==> config.mk <==
export PLATFORM = sky130hd
export DESIGN_NAME = cg_rate_accumulator
export DESIGN_NICKNAME = d
export VERILOG_FILES = /design/src/rtl/cg_rate_accumulator.sv
export SDC_FILE = /design/constraint.sdc
export NUM_CORES = 1
export LEC_CHECK = 0
export CAP_MARGIN = 10
export CORE_MARGIN = 10
export CORE_UTILIZATION = 30
export DETAILED_ROUTE_END_ITERATION = 7
export PLACE_DENSITY = 0.59
export REMOVE_ABC_BUFFERS = 1
export SLEW_MARGIN = 20
export SYNTH_ARGS = -nofsm -noshare
export SYNTH_HDL_FRONTEND = slang
export SYNTH_SLANG_ARGS = --single-unit
==> constraint.sdc <==
create_clock -name clk -period 11.45 [get_ports clk]
set_clock_uncertainty 0.15 [all_clocks]
set_input_delay 1.7175 -clock clk [delete_from_list [all_inputs] [get_ports clk]]
set_output_delay 1.7175 -clock clk [all_outputs]
set_load 0.02 [all_outputs]
==> src/rtl/cg_rate_accumulator.sv <==
// Per-coefficient-group rate accumulator for RDOQ: sums context-coded and bypass sign-bin costs
// over one CG, applies the sign-data-hiding discount and emits the result on valid/ready.
module cg_rate_accumulator #(
   parameter logic [15:0] IEP_RATE = 16'h8000,
   parameter bit          SBH_EN   = 1'b1,
   parameter int unsigned CG_SIZE  = 16
) (
   input  logic        clk,
   input  logic        rst,
   input  logic        coeff_valid,
   output logic        coeff_ready,
   input  logic [15:0] coeff_abs,
   input  logic        coeff_last,
   input  logic [31:0] ctx_rate,
   output logic        out_valid,
   input  logic        out_ready,
   output logic [31:0] cg_rate,
   output logic [4:0]  nz_count,
   output logic        sign_hidden
);

   localparam logic [4:0] LastIdx = 5'(CG_SIZE - 1);

   typedef enum logic [1:0] {StIdle, StAccum, StFinal, StOutput} state_e;

   state_e      state_q;
   logic [31:0] acc_q;
   logic [4:0]  nz_q;
   logic [4:0]  idx_q;
   logic [3:0]  first_nz_q;
   logic [3:0]  last_nz_q;

   logic        handshake;
   logic        nonzero;
   logic        group_close;
   logic        hide;
   logic [32:0] coeff_cost;
   logic [33:0] acc_base;
   logic [33:0] acc_sum;
   logic [31:0] acc_sat;
   logic [4:0]  nz_span;

   always_comb begin
      coeff_ready = (state_q == StIdle) || (state_q == StAccum);
      handshake   = coeff_valid & coeff_ready;
      nonzero     = coeff_abs != 16'd0;
      group_close = coeff_last || (idx_q == LastIdx);
      coeff_cost  = {1'b0, ctx_rate} + (nonzero ? {17'd0, IEP_RATE} : 33'd0);
      // IDLE loads rather than adds, so the first coefficient never sees a stale sum.
      acc_base    = (state_q == StIdle) ? 34'd0 : {2'b00, acc_q};
      acc_sum     = acc_base + {1'b0, coeff_cost};
      acc_sat     = (acc_sum[33:32] != 2'b00) ? 32'hFFFF_FFFF : acc_sum[31:0];
      nz_span     = {1'b0, last_nz_q} - {1'b0, first_nz_q};
      hide        = SBH_EN && (nz_q != 5'd0) && (nz_span >= 5'd4);
   end

   always_ff @(posedge clk) begin
      if (rst) begin
         state_q     <= StIdle;
         acc_q       <= '0;
         nz_q        <= '0;
         idx_q       <= '0;
         first_nz_q  <= '0;
         last_nz_q   <= '0;
         out_valid   <= 1'b0;
         cg_rate     <= '0;
         nz_count    <= '0;
         sign_hidden <= 1'b0;
      end else begin
         unique case (state_q)
            StIdle, StAccum: begin
               if (handshake) begin
                  acc_q <= acc_sat;
                  idx_q <= idx_q + 5'd1;
                  if (nonzero) begin
                     if (nz_q == 5'd0) first_nz_q <= idx_q[3:0];
                     last_nz_q <= idx_q[3:0];
                     nz_q      <= nz_q + 5'd1;
                  end
                  state_q <= group_close ? StFinal : StAccum;
               end
            end
            StFinal: begin
               // hide implies a nonzero coefficient, so acc_q >= IEP_RATE here.
               sign_hidden <= hide;
               cg_rate     <= hide ? (acc_q - {16'd0, IEP_RATE}) : acc_q;
               nz_count    <= nz_q;
               out_valid   <= 1'b1;
               state_q     <= StOutput;
            end
            StOutput: begin
               if (out_ready) begin
                  out_valid  <= 1'b0;
                  acc_q      <= '0;
                  nz_q       <= '0;
                  idx_q      <= '0;
                  first_nz_q <= '0;
                  last_nz_q  <= '0;
                  state_q    <= StIdle;
               end
            end
            default: state_q <= StIdle;
         endcase
      end
   end

endmodule

Word level (Yosys, flattened, before mapping):

Index checks and enable logic that the tools add are counted.

* bits in registers: 91
* logic and storage cells: 69

* reductions and logical operators: 16
* eq/ne operators: 8
* bitwise operators: 1
* $add $sub $neg: 6
* mux-type cells: 27
* magnitude comparators: 1

Operators by type and width (count)
* two-way mux 32 bit: 5
* one-hot mux 32 bit (2 select lines): 1
* adder 32 x 33 -> 34 bit: 1
* adder 32 x 16 -> 33 bit: 1
* subtractor 32 x 16 -> 32 bit (second input constant): 1
* two-way mux 4 bit: 6
* two-way mux 5 bit: 4
* one-hot mux 5 bit (2 select lines): 2
* two-way mux 16 bit: 1
* one-hot mux 4 bit (2 select lines): 2
* nonzero test 16 bit: 1
* adder 5 x 1 -> 5 bit (second input constant): 2
* != test 2 bit (second input constant): 4
* two-way mux 2 bit: 3
* one-hot mux 2 bit (3 select lines): 1
* nonzero test 2 bit: 3
* equality test 5 x 4 -> 1 bit (second input constant): 1
* greater-or-equal comparator 5 x 3 -> 1 bit (second input constant): 1
* logical NOT 5 bit: 1
* AND reduction 5 bit: 1
* nonzero test 5 bit: 1
* subtractor 4 x 4 -> 5 bit: 1
* equality test 2 bit (second input constant): 2
* AND reduction 2 bit: 2
* other kinds (10): 11

Longest topological paths before layout:

* word-level depth: 8
* mapped depth: 15
* depth with buffers taken out: 12

Worst setup path before layout:

Ideal clock, no wire load.

* path type: input -> register
* start point: input port coeff_abs[10]
* end point: register acc_q[14]
* setup time: 0.139 ns
* setup slack: 6.602 ns
* cell stages on the path: 13
* data arrival time: 4.560 ns
* data required time: 11.161 ns
* cell sequence: nor4_1 -> nand4_1 -> fa_1 -> ha_1 -> buf_2 -> a21oi_1 -> o21ai_0 -> a311oi_2 -> nor3_2 -> or3_1 -> nand2_4 -> buf_6 -> a211oi_1

* word-level cells in the longest chain between the ends: 8

Ends and longest elaborated chain
* start, declared: RTL line 12 `input logic [15:0] coeff_abs,`
* nonzero test 16 bit: RTL line 46 `nonzero = coeff_abs != 16'd0;`
* two-way mux 16 bit: RTL line 48 `coeff_cost = {1'b0, ctx_rate} + (nonzero ? {17'd0, IEP_RATE} : 33'd0);`
* adder 32 x 16 -> 33 bit: RTL line 48
* adder 32 x 33 -> 34 bit: RTL line 51 `acc_sum = acc_base + {1'b0, coeff_cost};`
* nonzero test 2 bit: RTL line 52 `acc_sat = (acc_sum[33:32] != 2'b00) ? 32'hFFFF_FFFF : acc_sum[31:0];`
* two-way mux 32 bit: RTL line 52
* two-way mux 32 bit: RTL line 72 `if (handshake) begin`
* one-hot mux 32 bit (2 select lines): RTL line 70 `unique case (state_q)`
* end signal, assigned: RTL line 73 `acc_q <= acc_sat;`
* end, declared: RTL line 27 `logic [31:0] acc_q;`

Every way passes these cells. The select of a mux whose other input is x is not followed.
A chain may end at the register's enable or synchronous reset.

Worst setup path after layout:

* start point: input port coeff_abs[2]
* end point: register acc_q[19]

* word-level cells in the longest chain between the ends: 8

Ends and longest elaborated chain (RTL line)
* nonzero test 16 bit *: 46
* two-way mux 16 bit *: 48
* adder 32 x 16 -> 33 bit *: 48
* adder 32 x 33 -> 34 bit *: 51
* nonzero test 2 bit: 52
* two-way mux 32 bit *: 52
* two-way mux 32 bit *: 72
* one-hot mux 32 bit (2 select lines) *: 70

Mark *: on every way between the ends. The rest lies on a longest branch, timed or not. The select of a mux whose other input is x is not followed.

==> flow_metrics.py <==
metrics = {
    "floorplanning": {
        "pin_count": 93,
        "die_area_um2": 28500,
        "rows": 54,
        "die_w_um": 169,
        "die_h_um": 169,
        "core_region_area_um2": 21800,
        "start_util_pct": 30.5,
    },
    "placement": {
        "port_buffers": 92,
        "dp_hpwl_um": 13600,
        "gp_congestion": 0.882,
    },
    "global_routing": {
        "grtUsageTotal_pct": 12.7,
        "grt_pass1_vias": 5906,
        "grt.overflow.total": 0,
        "grt_max_degree": 71,
        "antenna_found_initial": 0,
        "grt_pass1_wl_um": 30200,
    },
    "timing": {
        "max_freq_mhz": 184,
        "setup_viol": 0,
        "hold_viol": 0,
        "hold_slack_ps": 305,
        "fin_crit_sh_pct": 47.6,
        "drv_slew": 0,
        "period_minus_slack_ps": 5450,
        "rsz0062_at_grt": "false",
        "tightest_slew_ps": 964,
        "setup-tns-final_ps": 0,
        "relSlewSlack_pct": 34.8,
    },
    "worst_hold_path": {
        "hp-class": "flip-flop to flip-flop",
    },
    "route": {
        "drt-pass1-iter-count": 5,
        "routed-via-count": 6039,
        "initialDrtViolationCount": 296,
        "drt-total-wl_um": 18200,
        "drc": 0,
        "postRouteAntennaNets": 0,
        "wl_per_cell_um": 15.7,
        "avgViaCountPerCell": 5.21,
    },
    "clock_tree": {
        "clk_pin_slew_ps": 70,
        "cts_sinks": 91,
        "clockRootBuffer": "clkbuf_16",
        "postCtsHoldBufs": 0,
        "cts_resized": 0,
        "cts_max_level": 3,
        "worstSkewPairLatency_ps": 360,
        "cts_made_buffers": 9,
        "cts_buffer_depth": 2,
        "cts_tree": "done",
        "cts_setup_buffers": 0,
    },
    "worst_setup_path": {
        "worstSetupEndpointType": "flip-flop",
        "critPathRequiredTime_ps": 11500,
        "worst-path-max-fanout": 28,
        "arrival_ps": 5500,
        "startpoint_type": "input pin",
        "critical_path_class": "input pin to flip-flop",
    },
    "synth": {
        "synthCells": 816,
        "yosys_warnings": 0,
        "syn_area_um2": 6650,
        "syn_area_per_cell_um2": 8.15,
        "synth_edf_count": 0,
        "yosysUniqueCellTypes": 76,
        "ys_seq_area_share_pct": 27.4,
        "synthFlopType": "dfxtp_1",
        "synthArstFlopShare_pct": 0,
        "ys_seq_elements": 91,
    },
    "layout": {
        "area_growth_pct": 21.2,
        "fin_nets": 1001,
        "n_antenna_cell": 0,
        "drive_gt1_share_pct": 7.39,
    },
    "status": {
        "status": "completed",
    },
    "power_and_ir_drop": {
        "power_mw": 0.911,
        "p_leak_nw": 3.04,
        "ir_worst_vdd_v": 0.0000716,
        "p_per_area_nw_per_um2": 113,
    },
    "job": {
        "maxCapViolations": 0,
    },
}
sequential cells by signal, summed over array words and instances, names as in the netlist:
signal / count
acc_q: 32
first_nz_q: 4
nz_q: 5
cg_rate: 32
last_nz_q: 4
nz_count: 5
out_valid: 1
state_q: 2
idx_q: 5
sign_hidden: 1
placed cells by master, fill, tap and decap left out, drive strengths merged, types with 20 or more instances in the layout:
cell           count
clkdlybuf4s50     91
nor2              59
o21ai             29
dfxtp             91
xnor2             20
a211oi            42
xor2              23
a21oi            112
nand2             90
ha                71
inv               21
nor2b             37
critical path, stage by stage:
cell and delay, ps:
clkdlybuf4s50_1 400, nor4_1 280, nand4_1 230, fa_1 520, ha_1 420, a21oi_1 270
o21ai_0 150, a311oi_2 480, nor3_2 140, or3_1 390, nand2_4 340, a311oi_1 160
through the flow:
step	setup WS [ps]	cells	util, %	cell area [µm²]
after floorplan	5180	766	-	6430
after global placement	5750	1143	35.6	7760
after detailed placement	5670	1143	35.6	7760
after CTS	6010	1159	36.9	8060
after global routing	5700	1159	36.9	8060
final	6000	1159	36.9	8060
report_power, final:
group | switching [mW] | leakage (nW) | total [mW] | internal (mW)
clock | 0.143 | 0.142 | 0.301 | 0.158
combinational | 0.144 | 2.15 | 0.252 | 0.108
sequential | 0.0222 | 0.742 | 0.357 | 0.335
synth_stat cells, types with 3 or more instances:
library cell | n | area [µm²]
nor4_1 | 6 | 37.5
o21ai_0 | 23 | 115
buf_2 | 9 | 45.0
a211oi_2 | 8 | 100
inv_1 | 16 | 60.1
o21ai_1 | 5 | 25.0
and3_1 | 5 | 31.3
nor2b_1 | 37 | 231
o21bai_1 | 5 | 37.5
nand2b_1 | 6 | 37.5
nor3_1 | 14 | 70.1
fa_1 | 3 | 60.1
o211ai_1 | 3 | 22.5
clkbuf_1 | 35 | 131
nand2_1 | 88 | 330
xnor2_1 | 20 | 175
nor4b_1 | 3 | 26.3
a311oi_1 | 7 | 61.3
nand3b_1 | 3 | 22.5
a211oi_1 | 34 | 255
nand4_1 | 14 | 87.6
a21o_1 | 13 | 97.6
nor2_1 | 59 | 221
a31oi_1 | 7 | 43.8
or3_1 | 4 | 25.0
a21oi_1 | 112 | 561
a22oi_1 | 3 | 22.5
dfxtp_1 | 91 | 1820
nand3_1 | 14 | 70.1
and2_1 | 6 | 37.5
xor2_1 | 23 | 201
a311oi_2 | 3 | 45.0
mux2i_1 | 6 | 60.1
nor4_2 | 4 | 50.1
ha_1 | 71 | 888
kinds of logic (layout without fill, tap and decap cells):
| group | Yosys count | count (layout) | synth area share (%) |
|---|---|---|---|
| AOI/OAI and AO/OA | 258 | 258 | 25.9 |
| xor gates and xnor gates | 43 | 43 | 5.66 |
| adders and majority gates | 74 | 74 | 14.3 |
| buffers and inverters | 66 | 129 | 4.20 |
| DFF | 91 | 91 | 27.4 |
| muxes | 6 | 6 | 0.903 |
| and+or+nand+nor | 278 | 278 | 21.7 |
per-layer routing:
metal / routed length (µm) / track usage (%) / up-vias
li1: - / - / 3100
met4: 389 / 4.35 / 0
met3: 713 / 2.55 / 21
met2: 8330 / 20.3 / 107
met5: 0 / 0 / -
met1: 8770 / 16.6 / 2811
cell type report:
cell class / instances / area (µm²)
repair buffers: 97 / 953
clock buffers: 10 / 239
clock inverters: 6 / 53.8
flip-flops and latches: 91 / 1820
well taps: 280 / 350
multi-input cells: 659 / 4580
inverters: 16 / 60.1
fillers: 2266 / 13800
final timing paths:
path | slack, ps | cells after the start | end | from
max | 6000 | 12 | acc_q[19] | coeff_abs[2]
min | 300 | 2 | cg_rate[9] | cg_rate[9]
max reg2reg | 7180 | 13 | acc_q[19] | state_q[1]
min reg2reg | 300 | 2 | cg_rate[9] | cg_rate[9]
No activity file was read; power rests on OpenSTA's default activity.
